$ cat src/rtl/deser_10_outputs_pkg.sv
// Shared definitions for the 10-lane serial-to-parallel gatherer that feeds
// the FP32 adder tree: lane count, default widths, the +0.0 pad word and
// the slot index type.
package deser_10_outputs_pkg;

  localparam int DEF_WIDTH = 32;
  localparam int DEF_TAG_W = 8;
  localparam int LANES     = 10;
  localparam int SLOT_W    = 4;

  // +0.0 is the neutral element of the downstream sum, so it is the pad word.
  localparam logic [31:0] FP_POS_ZERO = 32'h0000_0000;

  typedef logic [SLOT_W-1:0] slot_t;

  localparam slot_t LAST_SLOT = slot_t'(LANES - 1);

endpackage

$ cat src/rtl/deser_slot_ctr.sv
// Slot counter for the gatherer. Slot 0 is the EMPTY state, slots 1..9 are
// FILLING. Decodes group completion (10th word, or an early close when
// DESER_10_OUTPUTS_FLUSH_EN is defined) and the mask of lanes to pad with +0.0.
module deser_slot_ctr
  import deser_10_outputs_pkg::*;
(
  input  logic             clk,
  input  logic             rst,
  input  logic             accept,
  input  logic             last,
  output slot_t            slot,
  output logic             complete,
  output logic [LANES-1:0] pad_mask
);

  logic flush_hit;

`ifdef DESER_10_OUTPUTS_FLUSH_EN
  assign flush_hit = accept & last;
`else
  // Without flush support the close marker is kept on the port but ignored.
  logic unused_last;
  assign unused_last = last;
  assign flush_hit   = 1'b0;
`endif

  // A group closes on the word landing in slot 9, or early on a flush.
  assign complete = accept & ((slot == LAST_SLOT) | flush_hit);

  // Lanes above the closing slot are padded only on an early close.
  always_comb begin
    // NOTE: default first so every path assigns pad_mask and no latch is inferred.
    pad_mask = '0;
    for (int i = 0; i < LANES; i++) begin
      if (flush_hit && (slot_t'(i) > slot)) pad_mask[i] = 1'b1;
    end
  end

  // Advance one slot per accepted word, returning to EMPTY on completion.
  always_ff @(posedge clk) begin
    // NOTE: state is updated with <= so every flop samples pre-edge values.
    if (rst)           slot <= '0;
    else if (accept)   slot <= complete ? '0 : slot_t'(slot + 1'b1);
  end

endmodule

$ cat src/rtl/deser_10_outputs.sv
// Serial-to-parallel gatherer: packs ten accepted FP32 words into out0..out9
// and pulses valid_out for one cycle per group, tagged by group_id.
// Optional early group close: define DESER_10_OUTPUTS_FLUSH_EN.
module deser_10_outputs
  import deser_10_outputs_pkg::*;
#(
  parameter int WIDTH = DEF_WIDTH,
  parameter int TAG_W = DEF_TAG_W
) (
  input  logic             clk,
  input  logic             rst,
  input  logic             in_valid,
  output logic             in_ready,
  input  logic [WIDTH-1:0] in_data,
  input  logic             in_last,
  output logic [WIDTH-1:0] out0,
  output logic [WIDTH-1:0] out1,
  output logic [WIDTH-1:0] out2,
  output logic [WIDTH-1:0] out3,
  output logic [WIDTH-1:0] out4,
  output logic [WIDTH-1:0] out5,
  output logic [WIDTH-1:0] out6,
  output logic [WIDTH-1:0] out7,
  output logic [WIDTH-1:0] out8,
  output logic [WIDTH-1:0] out9,
  output logic             valid_out,
  output logic [TAG_W-1:0] group_id
);

  logic             accept;
  logic             complete;
  slot_t            slot;
  logic [LANES-1:0] pad_mask;
  logic [WIDTH-1:0] buf_q [LANES];
  logic [WIDTH-1:0] out_q [LANES];

  assign accept = in_valid & in_ready;

  deser_slot_ctr u_slot_ctr (
    .clk      (clk),
    .rst      (rst),
    .accept   (accept),
    .last     (in_last),
    .slot     (slot),
    .complete (complete),
    .pad_mask (pad_mask)
  );

  // Ready stays low through the first cycle after reset, then high for good:
  // the adder tree is fully pipelined and never stalls.
  always_ff @(posedge clk) begin
    if (rst) in_ready <= 1'b0;
    else     in_ready <= 1'b1;
  end

  // Collection buffer: holds words of the group in progress, apart from the
  // output lanes so the previous group stays visible while filling.
  always_ff @(posedge clk) begin
    if (rst) begin
      // NOTE: buffer is cleared on reset so a discarded partial group leaves no trace.
      for (int i = 0; i < LANES; i++) buf_q[i] <= '0;
    end else if (accept && !complete) begin
      buf_q[slot] <= in_data;
    end
  end

  // Output lanes, group tag and valid pulse, all updated the cycle after completion.
  always_ff @(posedge clk) begin
    if (rst) begin
      for (int i = 0; i < LANES; i++) out_q[i] <= '0;
      valid_out <= 1'b0;
      group_id  <= '0;
    end else begin
      valid_out <= complete;
      if (complete) begin
        group_id <= group_id + TAG_W'(1);
        for (int i = 0; i < LANES; i++) begin
          if (pad_mask[i])              out_q[i] <= WIDTH'(FP_POS_ZERO);
          else if (slot_t'(i) == slot)  out_q[i] <= in_data;
          else                          out_q[i] <= buf_q[i];
        end
      end
    end
  end

  assign out0 = out_q[0];
  assign out1 = out_q[1];
  assign out2 = out_q[2];
  assign out3 = out_q[3];
  assign out4 = out_q[4];
  assign out5 = out_q[5];
  assign out6 = out_q[6];
  assign out7 = out_q[7];
  assign out8 = out_q[8];
  assign out9 = out_q[9];

endmodule

$ cat config.mk
export PLATFORM = sky130hd
export DESIGN_NAME = deser_10_outputs
export DESIGN_NICKNAME = d
export VERILOG_FILES = /design/src/rtl/deser_10_outputs_pkg.sv /design/src/rtl/deser_slot_ctr.sv /design/src/rtl/deser_10_outputs.sv
export SDC_FILE = /design/constraint.sdc
export NUM_CORES = 1
export LEC_CHECK = 0
export CAP_MARGIN = 20
export CORE_MARGIN = 2
export CORE_UTILIZATION = 41
export CTS_BUF_LIST = sky130_fd_sc_hd__clkbuf_2 sky130_fd_sc_hd__clkbuf_4 sky130_fd_sc_hd__clkbuf_8
export CTS_CLUSTER_SIZE = 24
export DETAILED_ROUTE_END_ITERATION = 10
export PLACE_DENSITY_LB_ADDON = 0.08
export SYNTH_ARGS = -nofsm -noshare
export SYNTH_HDL_FRONTEND = slang
export SYNTH_HIERARCHICAL = 1
export SYNTH_SLANG_ARGS = --single-unit
$ cat constraint.sdc
create_clock -name clk -period 6.55 [get_ports clk]
set_clock_uncertainty 0.2 [all_clocks]
set_input_delay 0.9825 -clock clk [delete_from_list [all_inputs] [get_ports clk]]
set_output_delay 0.9825 -clock clk [all_outputs]
set_load 0.01 [all_outputs]
-- After elaboration in Yosys (flattened, before gate mapping)
Memory sizes are Yosys's and may differ from the RTL's.
Index checks and enable logic that the tools add are counted.
- bitwise gates (word level): 22
- multiplexer cells: 110
- reduce and logical (&&, ||, !) cells: 4
- eq/ne operators: 10
- $add $sub $neg: 2
- operator list (kind ; count):
    $mux W32 ; 21
    $mux W1 ; 87
    $reduce_or A32 Y1 ; 1
    $or A1 B1 Y1 ; 20
    $eq A3 B4 Y1 const A ; 4
    $add A8 B1 Y8 const B ; 1
    $eq A2 B4 Y1 const A ; 2
    $eq A4 B4 Y1 const A ; 2
    $mux W4 ; 2
    $add A4 B1 Y4 const B ; 1
    $eq A1 B4 Y1 const A ; 1
    $eq A4 B4 Y1 const B ; 1
    $logic_not A4 Y1 ; 1
    $and A1 B1 Y1 ; 2
    $logic_and A1 B1 Y1 ; 1
    $logic_not A1 Y1 ; 1
- logic and storage cells: 154
- output and inout bits: 330
- memories kept: 2
- register bits after elaboration: 14
- input bits: 36
- RAM bits: 640
- memories (name ; depth ; width ; read ports ; clocked after memory_dff ; write ports ; line ; RTL):
    buf_q ; 10 ; 32 ; 10 ; 0 ; 10 ; deser_10_outputs.sv:34 ; logic [WIDTH-1:0] buf_q [LANES];
    out_q ; 10 ; 32 ; 10 ; 0 ; 10 ; deser_10_outputs.sv:35 ; logic [WIDTH-1:0] out_q [LANES];

-- Logic depth before layout (Yosys ltp)
Gate-level depths: netlist of the first run.
- depth in word-level cells: 9
- mapped depth: 10
- gate-level depth less buffers: 7

-- Modules after synthesis
Netlist of the first run, hierarchy kept.
- modules (own cells, without submodules) (module ; cells an instance ; area each (um^2) ; seq. area each (um^2) ; times used):
    deser_10_outputs ; 2217 ; 26464.1 ; 19418.6 ; 1
    deser_slot_ctr ; 33 ; 284.0 ; 80.1 ; 1

-- Least setup slack after synthesis of the first run
OpenSTA, ideal clock, no wires.
- path type: input to register
- from: input in_valid
- to: memory out_q[0][0] (netlist name) (enable)
- arrival: 5.154 ns
- path buffers: 1
- setup slack: 0.665 ns
- required time: 5.820 ns
- stages on the path: 5
- library setup time: 0.530 ns
- cell sequence: and2_1 -> nand4b_1 -> inv_1 -> buf_2 -> or2_2
- RTL lines (item ; line ; RTL):
    from (decl) ; deser_10_outputs.sv:12 ; input logic in_valid,
    to (decl) ; deser_10_outputs.sv:35 ;

==> results of run 1 <==
==> registers in the layout (all words and copies together), names as in the netlist <==
| signal | count |
|---|---|
| buf_q | 320 |
| out_q | 320 |
| group_id | 8 |
| u_slot_ctr/slot | 4 |
| in_ready | 1 |
| valid_out | 1 |
==> routing by layer <==
| metal | up-vias | global-route usage |
|---|---|---|
| met5 | - | 0 |
| met4 | 2 | 0.07551 |
| met3 | 129 | 0.04960 |
| met2 | 875 | 0.4124 |
| met1 | 9099 | 0.3355 |
| li1 | 8334 | - |
==> worst max-delay path by stage <==
| stage | start | endpoint |
|---|---|---|
| global placement | in_valid | out_q[6][30] |
| global route | u_slot_ctr/slot[3] | out_q[6][30] |
| CTS | u_slot_ctr/slot[3] | out_q[6][30] |
| detailed placement | in_valid | out_q[6][30] |
| finish | u_slot_ctr/slot[3] | out_q[6][30] |
| floorplan | in_valid | out_q[0][0] |
==> tightest hold or removal path, stage by stage (launching register included) <==
cell,delay (ns)
dfxtp_1,0.32
o21ai_0,0.07
a21oi_1,0.06
==> cells in the final DEF, fill, tap and decap left out, types with 2 or more instances in the layout <==
master and n:
clkinv_2 7, ha_1 3, nor4b_4 4, edfxtp_1 640, or3_1 3, xor2_1 5
buf_4 37, or4b_4 4, nor2_1 295, nand4_1 5, clkbuf_8 114, clkbuf_4 41
clkdlybuf4s50_1 364, conb_1 10, nand2_1 673, inv_1 35, nand2b_1 4, nand4bb_4 3
nand2b_2 7, a21oi_1 324, clkinv_1 30, buf_12 3, diode_2 2, nand4b_1 2
nand2_2 3, o21ai_4 10, nor2b_1 3, dfxtp_1 14, o21ai_0 3, nor4bb_4 4
==> per-stage QoR <==
stage	area, um^2	std cells	hold slack, ns	setup WS [ns]
floorplan	26780	2259	0.3023	0.6652
global placement	30900	3327	0.2713	1.559
detailed placement	30940	3329	0.2850	1.438
CTS	32980	3522	0.2936	1.998
global route	32980	3524	0.3322	1.825
finish	32980	3524	0.2892	2.055
==> power by group through the flow <==
stage	combinational (uW)	clock, uW	sequential [uW]
2_1_floorplan	205	0	4910
3_3_place_gp	524	0	4880
3_5_place_dp	532	0	4880
4_1_cts	534	3500	4800
5_1_grt	561	3670	4810
6_report	529	3440	4800
==> layout make-up <==
| cell class | count | area [um^2] |
|---|---|---|
| well taps | 855 | 1070 |
| clock buffers | 155 | 1877 |
| inverters | 35 | 131.4 |
| clock inverters | 38 | 156.4 |
| fillers | 5684 | 31480 |
| diodes | 2 | 5.005 |
| multi-input cells | 1379 | 6220 |
| repair buffers | 406 | 4024 |
| flip-flops and latches | 654 | 19500 |
==> cell families after synthesis <==
family,Yosys count,share of synthesized area
adders and majority gates,3,0.001403
buffers and inverters,226,0.04846
xor gates and xnor gates,6,0.001965
DFF,654,0.7290
muxes,1,0.0003742
and+or+nand+nor,1021,0.1547
other,1,0.0001402
AOI/OAI and AO/OA,338,0.06394
==> metrics.md, run 1 <==
| Metric | Value |
|---|---|
| Post-synth ARST share | `0` |
| Setup TNS | `0 ns` |
| FF+latch count, synth | `654` |
| DR iter-0 viols | `1806` |
| Met3 WL | `7.326 mm` |
| R2R Path Start | `u_slot_ctr/slot[3]` |
| Largest net degree at the start of global routing | `85` |
| Root buffer cell | `clkbuf_8` |
| CP startpoint kind | `register` |
| Clk pin slew, worst setup/hold paths | `0.06 ns` |
| Required @ worst endpoint | `6.82 ns` |
| Critical path class | `register to register` |
| Vias in the first global route | `17661` |
| Initial Util | `0.4149` |
| CTS tree | `yes` |
| Worst-Margin Slew | `1.146 ns` |
| Seq pwr share | `0.547` |
| Chip height | `259.4 um` |
| Initial antenna violation count | `3` |
| Yosys cell types | `39` |
| Critical Path AT | `4.76 ns` |
| Final wirelength | `85.38 mm` |
| CTS resizes | `0` |
| DP Wirelength | `51.64 mm` |
| Worst min path class | `register to register` |
| I/O pin cnt | `~370` |
| Clock Path Buffers | `3` |
| DR pass1 iterations | `6` |
| Area grow syn2layout | `23.30%` |
| Outcome | `finished, final reports clean` |
| Count leader, synth | `nand2_1` |
| Main synth FF type | `edfxtp_1` |
| Hold path cells | `2` |
| Crit-path max cell delay | `1.08 ns` |
| Top cell type by total area after synthesis | `edfxtp_1` |
| Max Freq | `222.5 MHz` |
| Min-Delay Endpoint | `group_id[7]` |
| DR top layer | `met5` |
| Worst hold start | `group_id[7]` |
| Final period util | `0.6863` |
| Vias | `18439` |
| Worst path cell trace | `nand4b_1 -> inv_1 -> nor2b_1 -> nand2b_2 -> a21oi_1` |
| Top cells by area, synth | `edfxtp_1 (72%), nand2_1 (9.4%), a21oi_1 (6.1%)` |
| Metal2 WL | `roughly 41 mm` |
| Reg-to-Reg End | `out_q[6][30]` |
| R2R Setup Slk | `roughly 2.1 ns` |
| Vias per cell | `~5.2` |
| Crit path buffers/inverters | `1` |
| Overall power | `8763 uW` |
| CP max stage cell | `dfxtp_1` |
| Sw Share | `0.2305` |
| Cell count after synthesis | `2250` |
| Port bufs | `364` |
| ANT nets after route | `0` |
| Top-area cell type share of the netlist area | `0.7185` |
| Global-route wire length before repair | `about 120 mm` |
| Cell depth of the worst setup path | `5` |
| Clock H-tree levels | `3` |
| Endpoint class of the critical path | `register` |
| Final Hold Fails | `0` |
| M1 WL | `34.61 mm` |
| LEAKAGE | `0.01159 uW` |
| Clock share of power | `0.392` |
| Fraction of layout cells with a size suffix above 1 | `0.09299` |
| Relative slew slack | `0.2328` |
| Sw power | `2020 uW` |
| Rows | `93` |
| Worst r2r path cells | `5` |
| Die area | `67300 um^2` |
| Most frequent cells after synthesis | `nand2_1 (673), edfxtp_1 (640), a21oi_1 (324)` |
| Max-slew violation count | `0` |
| Later-pin clock latency in the skew report | `roughly 0.7 ns` |
| Synth Area per Inst | `11.89 um^2` |
| CP Max Fanout | `32` |
| CTS buffer count | `107` |
| WL/cell | `24.23 um` |
| Clk sinks | `654` |
| IR Drop Worst-Case VDD | `0.1368 mV` |
| Die Wd | `259.4 um` |
| Synthesized area | `26750 um^2` |
| Internal Pwr Total | `6743 uW` |
| Cts-stage hold buffer count | `0` |
| Max cap viols | `0` |
| Nets | `2622` |
| Endpoints failing setup | `0` |
| Pwr dens | `265.7 nW/um^2` |
| Number of synthesized flops with an enable pin | `640` |
| Sequential area share after synthesis | `0.7290` |
| Gr ovfl total | `0` |
| CP top delay family | `simple AND/OR/NAND/NOR gates` |
| Post-CTS setup buffers | `0` |
| Core Util, Final | `0.5116` |
| RSZ-0062 raised after global routing | `no` |
| GPL Wtd Cong | `0.7928` |
| Total GRT Usage | `0.2502` |
| Combinational power share | `0.060` |
| Core region area | `64460 um^2` |
| Fin crit period | `4.495 ns` |
| Synth Warn # | `6` |
| Post-route DRC | `0` |
Note: power is estimated with default switching activity, not from simulation.
==> run 2, diff against run 1 <==
==> constraint.sdc (replaced) <==
create_clock -name clk -period 4.3 [get_ports clk]
set_clock_uncertainty 0.2 [all_clocks]
set_input_delay 0.645 -clock clk [delete_from_list [all_inputs] [get_ports clk]]
set_output_delay 0.645 -clock clk [all_outputs]
set_load 0.01 [all_outputs]
==> run 2 against run 1 <==
Via count increased by 0.47%. Non-clock buffer count grew 58. Routed wire length decreased by 2.7%. Combinational power increased by 59%. Cell area rose by 1.9%. Critical endpoint is now buf_q[6][5]. Highest routed layer unchanged.
==> metrics.md, run 2 (synthesis gave the netlist of run 1 again) <==
| Metric | Value |
|---|---|
| CP startpoint kind | `register (unchanged)` |
| LEAKAGE | `0.01194 uW (was 0.01159 uW)` |
| Clk sinks | `654 (unchanged)` |
| Die Wd | `259.4 um (unchanged)` |
| DR iter-0 viols | `1654 (was 1806)` |
| Critical path class | `register to register (unchanged)` |
| Setup TNS | `0 ns (unchanged)` |
| Endpoints failing setup | `0 (unchanged)` |
| Vias in the first global route | `17870 (was 17661)` |
| Worst-Margin Slew | `0.9638 ns (was 1.146 ns)` |
| ANT nets after route | `0 (unchanged)` |
| Post-CTS setup buffers | `0 (unchanged)` |
| Worst min path class | `register to register (unchanged)` |
| Die area | `67300 um^2 (unchanged)` |
| Worst slack at placement | `0.5375 ns (was 1.438 ns)` |
| CTS resizes | `0 (unchanged)` |
| Gr ovfl total | `0 (unchanged)` |
| CTS tree | `yes (unchanged)` |
| CP Max Fanout | `31 (was 32)` |
| Chip height | `259.4 um (unchanged)` |
| Outcome | `finished, final reports clean (unchanged)` |
| Worst path cell trace | `buf_4 -> nand4bb_4 -> o21ai_4 -> buf_12 (was nand4b_1 -> inv_1 -> nor2b_1 -> nand2b_2 -> a21oi_1)` |
| Rows | `93 (unchanged)` |
| Core region area | `64460 um^2 (unchanged)` |
| Critical Path AT | `3.35 ns (was 4.76 ns)` |
| Max cap viols | `0 (unchanged)` |
| IR Drop Worst-Case VDD | `0.1963 mV (was 0.1368 mV)` |
| Clock Path Buffers | `3 (unchanged)` |
| Endpoint class of the critical path | `register (unchanged)` |
| Cts-stage hold buffer count | `0 (unchanged)` |
| Clock H-tree levels | `3 (unchanged)` |
| Largest net degree at the start of global routing | `66 (was 85)` |
| Final wirelength | `83.06 mm (was 85.38 mm)` |
| CP max stage cell | `dfxtp_1 (unchanged)` |
| I/O pin cnt | `366 (unchanged)` |
| Initial antenna violation count | `2 (was 3)` |
| Pwr dens | `401.0 nW/um^2 (was 265.7 nW/um^2)` |
| Crit-path max cell delay | `0.74 ns (was 1.08 ns)` |
| Total GRT Usage | `0.2445 (was 0.2502)` |
| R2R Setup Slk | `1.14 ns (was 2.05 ns)` |
| Fin crit period | `3.158 ns (was 4.495 ns)` |
| WHS | `0.2964 ns (was 0.2892 ns)` |
| Port bufs | `364 (unchanged)` |
| Setup crit start | `u_slot_ctr/slot[2] (was u_slot_ctr/slot[3])` |
| Later-pin clock latency in the skew report | `0.71 ns (was 0.70 ns)` |
| Most frequent cells in the layout | `nand2_1 (673), edfxtp_1 (640), clkdlybuf4s50_1 (364), a21oi_1 (324), nor2_1 (295) (unchanged)` |
| Max-slew violation count | `0 (unchanged)` |
| Post-route DRC | `0 (unchanged)` |
| Final Hold Fails | `0 (unchanged)` |
| Placement-stage cell area | `31530 um^2 (was 30940 um^2)` |
| Area grow syn2layout | `25.69% (was 23.30%)` |
| RSZ-0062 raised after global routing | `no (unchanged)` |
| DR pass1 iterations | `7 (was 6)` |
| Setup ws final | `1.142 ns (was 2.055 ns)` |
| Initial Util | `0.4149 (unchanged)` |
| Max Freq | `316.7 MHz (was 222.5 MHz)` |
| Global-route wire length before repair | `119.5 mm (was 120.6 mm)` |
| Required @ worst endpoint | `4.49 ns (was 6.82 ns)` |
| Final Instance Area | `33620 um^2 (was 32980 um^2)` |
| Vias per cell | `5.180 (was 5.232)` |
| Final period util | `0.7343 (was 0.6863)` |
| WL/cell | `23.23 um (was 24.23 um)` |
| Overall power | `13480 uW (was 8763 uW)` |
| Worst r2r path cells | `4 (was 5)` |
| GPL Wtd Cong | `0.8131 (was 0.7928)` |
| Vias | `18525 (was 18439)` |
| Reg-to-Reg End | `buf_q[6][5] (was out_q[6][30])` |
| DP Wirelength | `52.96 mm (was 51.64 mm)` |
| Nets | `2678 (was 2622)` |
| Largest registers | `buf_q: 320 flops, out_q: 320 flops, group_id: 8 flops (unchanged)` |
| CP endpoint | `buf_q[6][5] (was out_q[6][30])` |
| Clk pin slew, worst setup/hold paths | `0.07 ns (was 0.06 ns)` |
| Most common cell after layout, fill and taps aside | `nand2_1 (unchanged)` |
| Relative slew slack | `0.3547 (was 0.2328)` |
| Fraction of layout cells with a size suffix above 1 | `0.1096 (was 0.09299)` |
| CTS buffer count | `105 (was 107)` |
| R2R Path Start | `u_slot_ctr/slot[2] (was u_slot_ctr/slot[3])` |
| Root buffer cell | `clkbuf_8 (unchanged)` |
[run 2: report_power, final]
part / leakage [uW] / internal, uW / total [uW] / switching [uW]
combinational: 0.00411 / 315 / 842 / 527
clock: 0.00109 / 2880 / 5340 / 2460
sequential: 0.00674 / 7210 / 7300 / 88.6
total: 0.0119 / 10400 / 13500 / 3080
[run 2: layer usage]
metal	vias up	track usage	share of wire
li1	8457	-	-
met1	9145	0.3279	0.41
met2	785	0.4054	0.49
met3	136	0.04491	0.078
met4	2	0.07455	0.024
met5	-	0	0.00016
[run 2: through the flow]
step | util | cells
global route | 0.5215 | 3576
global placement | 0.4884 | 3383
finish | 0.5215 | 3576
detailed placement | 0.4892 | 3385
floorplan | - | 2259
CTS | 0.5210 | 3573
[run 2: worst max-delay path: cells and delay by family (launching register included)]
family                 cells  cell delay (ns)
AO/OA/AOI/OAI              1             0.74
buffers and inverters      2             0.60
flip-flops                 1             0.74
AND/OR/NAND/NOR            1             0.54
[run 2: final cells by class]
cell class	count	area (um^2)
fillers	5598	30840
diodes	1	2.502
clock buffers	144	1763
multi-input cells	1379	6208
well taps	855	1070
flip-flops and latches	654	19500
inverters	35	131.4
clock inverters	44	291.5
repair buffers	464	4656
[run 2: how the worst min path moves through the flow]
stage	end	from	cells after the start	slack [ns]
after detailed placement	group_id[7]	group_id[7]	2	0.29
after global routing	group_id[7]	group_id[7]	2	0.34
final	group_id[7]	group_id[7]	2	0.30
after floorplan	group_id[7]	group_id[7]	2	0.30
after CTS	group_id[7]	group_id[7]	2	0.30
after global placement	group_id[7]	group_id[7]	2	0.27
==> run 3, diff against run 2 <==
==> constraint.sdc (replaced) <==
create_clock -name clk -period 2.92 [get_ports clk]
set_clock_uncertainty 0.2 [all_clocks]
set_input_delay 0.438 -clock clk [delete_from_list [all_inputs] [get_ports clk]]
set_output_delay 0.438 -clock clk [all_outputs]
set_load 0.01 [all_outputs]
==> run 3 against run 2 <==
Final cell count rose by 3.1%. Critical path depth is 3 higher. Utilization grew 1.3 points. Via count up 1.7%. Worst setup slack worse by 0.91 ns. Combinational power grew 53%. Register-to-register slack got worse by 0.91 ns. Fmax is 18% higher. Sequential share of layout area down 1.5 points. Critical endpoint is now out_q[0][12].
==> metrics.md, run 3 (synthesis gave the netlist of run 1 again) <==
| Metric | Value |
|---|---|
| Endpoint class of the critical path | `register (unchanged)` |
| CTS tree | `yes (unchanged)` |
| Global-route wire length before repair | `120.6 mm (was 119.5 mm)` |
| Cts-stage hold buffer count | `0 (unchanged)` |
| Die area | `67300 um^2 (unchanged)` |
| CTS resizes | `0 (unchanged)` |
| Reg area | `19500 um^2 (unchanged)` |
| IR Drop Worst-Case VDD | `0.3158 mV (was 0.1963 mV)` |
| WHS | `0.2343 ns (was 0.2964 ns)` |
| Clock share of power | `0.393 (was 0.396)` |
| Fraction of layout cells with a size suffix above 1 | `0.1407 (was 0.1096)` |
| Later-pin clock latency in the skew report | `0.71 ns (about the same)` |
| ANT nets after route | `0 (unchanged)` |
| Pwr dens | `575.0 nW/um^2 (was 401.0 nW/um^2)` |
| Max-slew violation count | `0 (unchanged)` |
| Final period util | `0.9195 (was 0.7343)` |
| Most common cell after layout, fill and taps aside | `nand2_1 (unchanged)` |
| Die Wd | `259.4 um (unchanged)` |
| WL/cell | `22.79 um (was 23.23 um)` |
| Setup TNS | `0 ns (unchanged)` |
| Initial antenna violation count | `4 (was 2)` |
| Area occupied by multi-input gates | `6211 um^2 (was 6208 um^2)` |
| Critical path class | `register to register (unchanged)` |
| Endpoints failing setup | `0 (unchanged)` |
| LEAKAGE | `0.01245 uW (was 0.01194 uW)` |
| Port bufs | `364 (unchanged)` |
| CP startpoint kind | `register (unchanged)` |
| DR iter-0 viols | `1781 (was 1654)` |
| Chip height | `259.4 um (unchanged)` |
| I/O pin cnt | `366 (unchanged)` |
| Core region area | `64460 um^2 (unchanged)` |
| R2R Path Start | `u_slot_ctr/slot[3] (was u_slot_ctr/slot[2])` |
| RSZ-0062 raised after global routing | `no (unchanged)` |
| Initial Util | `0.4149 (unchanged)` |
| Final Hold Fails | `0 (unchanged)` |
| Clock Path Buffers | `3 (unchanged)` |
| Most frequent cells in the layout | `nand2_1 (673), edfxtp_1 (640), clkdlybuf4s50_1 (364), a21oi_1 (324), nor2_1 (295) (unchanged)` |
| Seq pwr share | `0.541 (about the same)` |
| Final Instance Area | `34480 um^2 (was 33620 um^2)` |
| Setup ws final | `0.2352 ns (was 1.142 ns)` |
| Largest net degree at the start of global routing | `65 (was 66)` |
| Clk sinks | `654 (unchanged)` |
| Critical Path AT | `2.92 ns (was 3.35 ns)` |
| Worst min path class | `primary input to register (was register to register)` |
| Fin cells | `3687 (was 3576)` |
| Fin crit period | `2.685 ns (was 3.158 ns)` |
| CP Max Fanout | `14 (was 31)` |
| Clock H-tree levels | `3 (unchanged)` |
| Internal Pwr Total | `15200 uW (was 10400 uW)` |
| Clk pin slew, worst setup/hold paths | `0.06 ns (was 0.07 ns)` |
| Worst hold start | `rst (was group_id[7])` |
| Sw Share | `0.2334 (was 0.2284)` |
| DR pass1 iterations | `6 (was 7)` |
| Gr ovfl total | `0 (unchanged)` |
| Nets | `2776 (was 2678)` |
| Final wirelength | `84.02 mm (was 83.06 mm)` |
| DP Wirelength | `55.92 mm (was 52.96 mm)` |
| Fillers | `5591 (was 5598)` |
| Max cap viols | `0 (unchanged)` |
| Largest registers | `buf_q: 320 flops, out_q: 320 flops, group_id: 8 flops (unchanged)` |
| Vias per cell | `5.108 (was 5.180)` |
| Worst-Margin Slew | `0.8086 ns (was 0.9638 ns)` |
| Root buffer cell | `clkbuf_8 (unchanged)` |
| Vias in the first global route | `18464 (was 17870)` |
| Setup crit start | `u_slot_ctr/slot[3] (was u_slot_ctr/slot[2])` |
| Combinational power share | `0.065 (was 0.062)` |
| Worst slack at placement | `0.05206 ns (was 0.5375 ns)` |
| Placement-stage cell area | `32410 um^2 (was 31530 um^2)` |
| Rows | `93 (unchanged)` |
| Relative slew slack | `0.4592 (was 0.3547)` |
| Max Freq | `372.5 MHz (was 316.7 MHz)` |
| Sw power | `4628 uW (was 3079 uW)` |
| Vias | `18834 (was 18525)` |
| GPL Wtd Cong | `0.8245 (was 0.8131)` |
| Post-route DRC | `0 (unchanged)` |
| CTS buffer count | `108 (was 105)` |
| Post-CTS setup buffers | `0 (unchanged)` |
| Area grow syn2layout | `28.92% (was 25.69%)` |
| Placed Cells | `3482 (was 3385)` |
| Total GRT Usage | `0.2465 (was 0.2445)` |
| Required @ worst endpoint | `3.16 ns (was 4.49 ns)` |
| Outcome | `finished, final reports clean (unchanged)` |
## run 3: changes by cell type in the layout (fill, tap and decap cells not counted), moves of 2 or more
cell,previous run,this run
clkbuf_8,109,112
bufinv_16,4,2
clkbuf_4,35,26
buf_4,79,164
clkinv_2,10,20
diode_2,1,3
clkinv_1,28,39
buf_12,19,31
## run 3: worst paths after layout
path	depth (start not counted)	to	slack [ns]
worst max-delay path	7	out_q[0][12]	0.24
worst min-delay path	3	in_ready	0.23
worst max register to register	7	out_q[0][12]	0.24
worst min register to register	2	group_id[7]	0.29
## run 3: power groups by stage
stage / registers (uW) / logic (uW) / clock network [uW]
after detailed placement: 10900 / 1300 / 0
after global placement: 10900 / 1280 / 0
after CTS: 10700 / 1300 / 7950
after global routing: 10800 / 1370 / 8330
final: 10700 / 1290 / 7800
after floorplan: 11000 / 465 / 0
## run 3: critical path: stages, from the launching register on
cell	delay (ns)
dfxtp_1	0.71
nand4b_1	0.26
inv_2	0.15
nor2b_1	0.14
buf_4	0.21
nand2b_2	0.11
buf_4	0.20
a21oi_1	0.42
## run 3: metal layers
metal / vias to the layer above / share of wire / track usage
li1: 8657 / - / -
met1: 9179 / 0.42 / 0.3349
met2: 866 / 0.48 / 0.3992
met3: 130 / 0.077 / 0.04286
met4: 2 / 0.028 / 0.08908
met5: - / 0.00015 / 0
## run 3: final cells by class
class                           instances  share of cell area
Sequential cell                       654              0.5654
Multi-Input combinational cell       1379              0.1801
Timing Repair Buffer                  559              0.1594
Clock buffer                          138             0.05036
Tap cell                              855             0.03102
Clock inverter                         64            0.009688
Inverter                               35            0.003810
Antenna cell                            3           0.0002177
## run 3: through the flow
stage          power (uW)  utilization
6_report            19830       0.5349
5_1_grt             20470       0.5349
4_1_cts             19990       0.5348
3_5_place_dp        12230       0.5027
3_3_place_gp        12210       0.5027
2_1_floorplan       11460            -
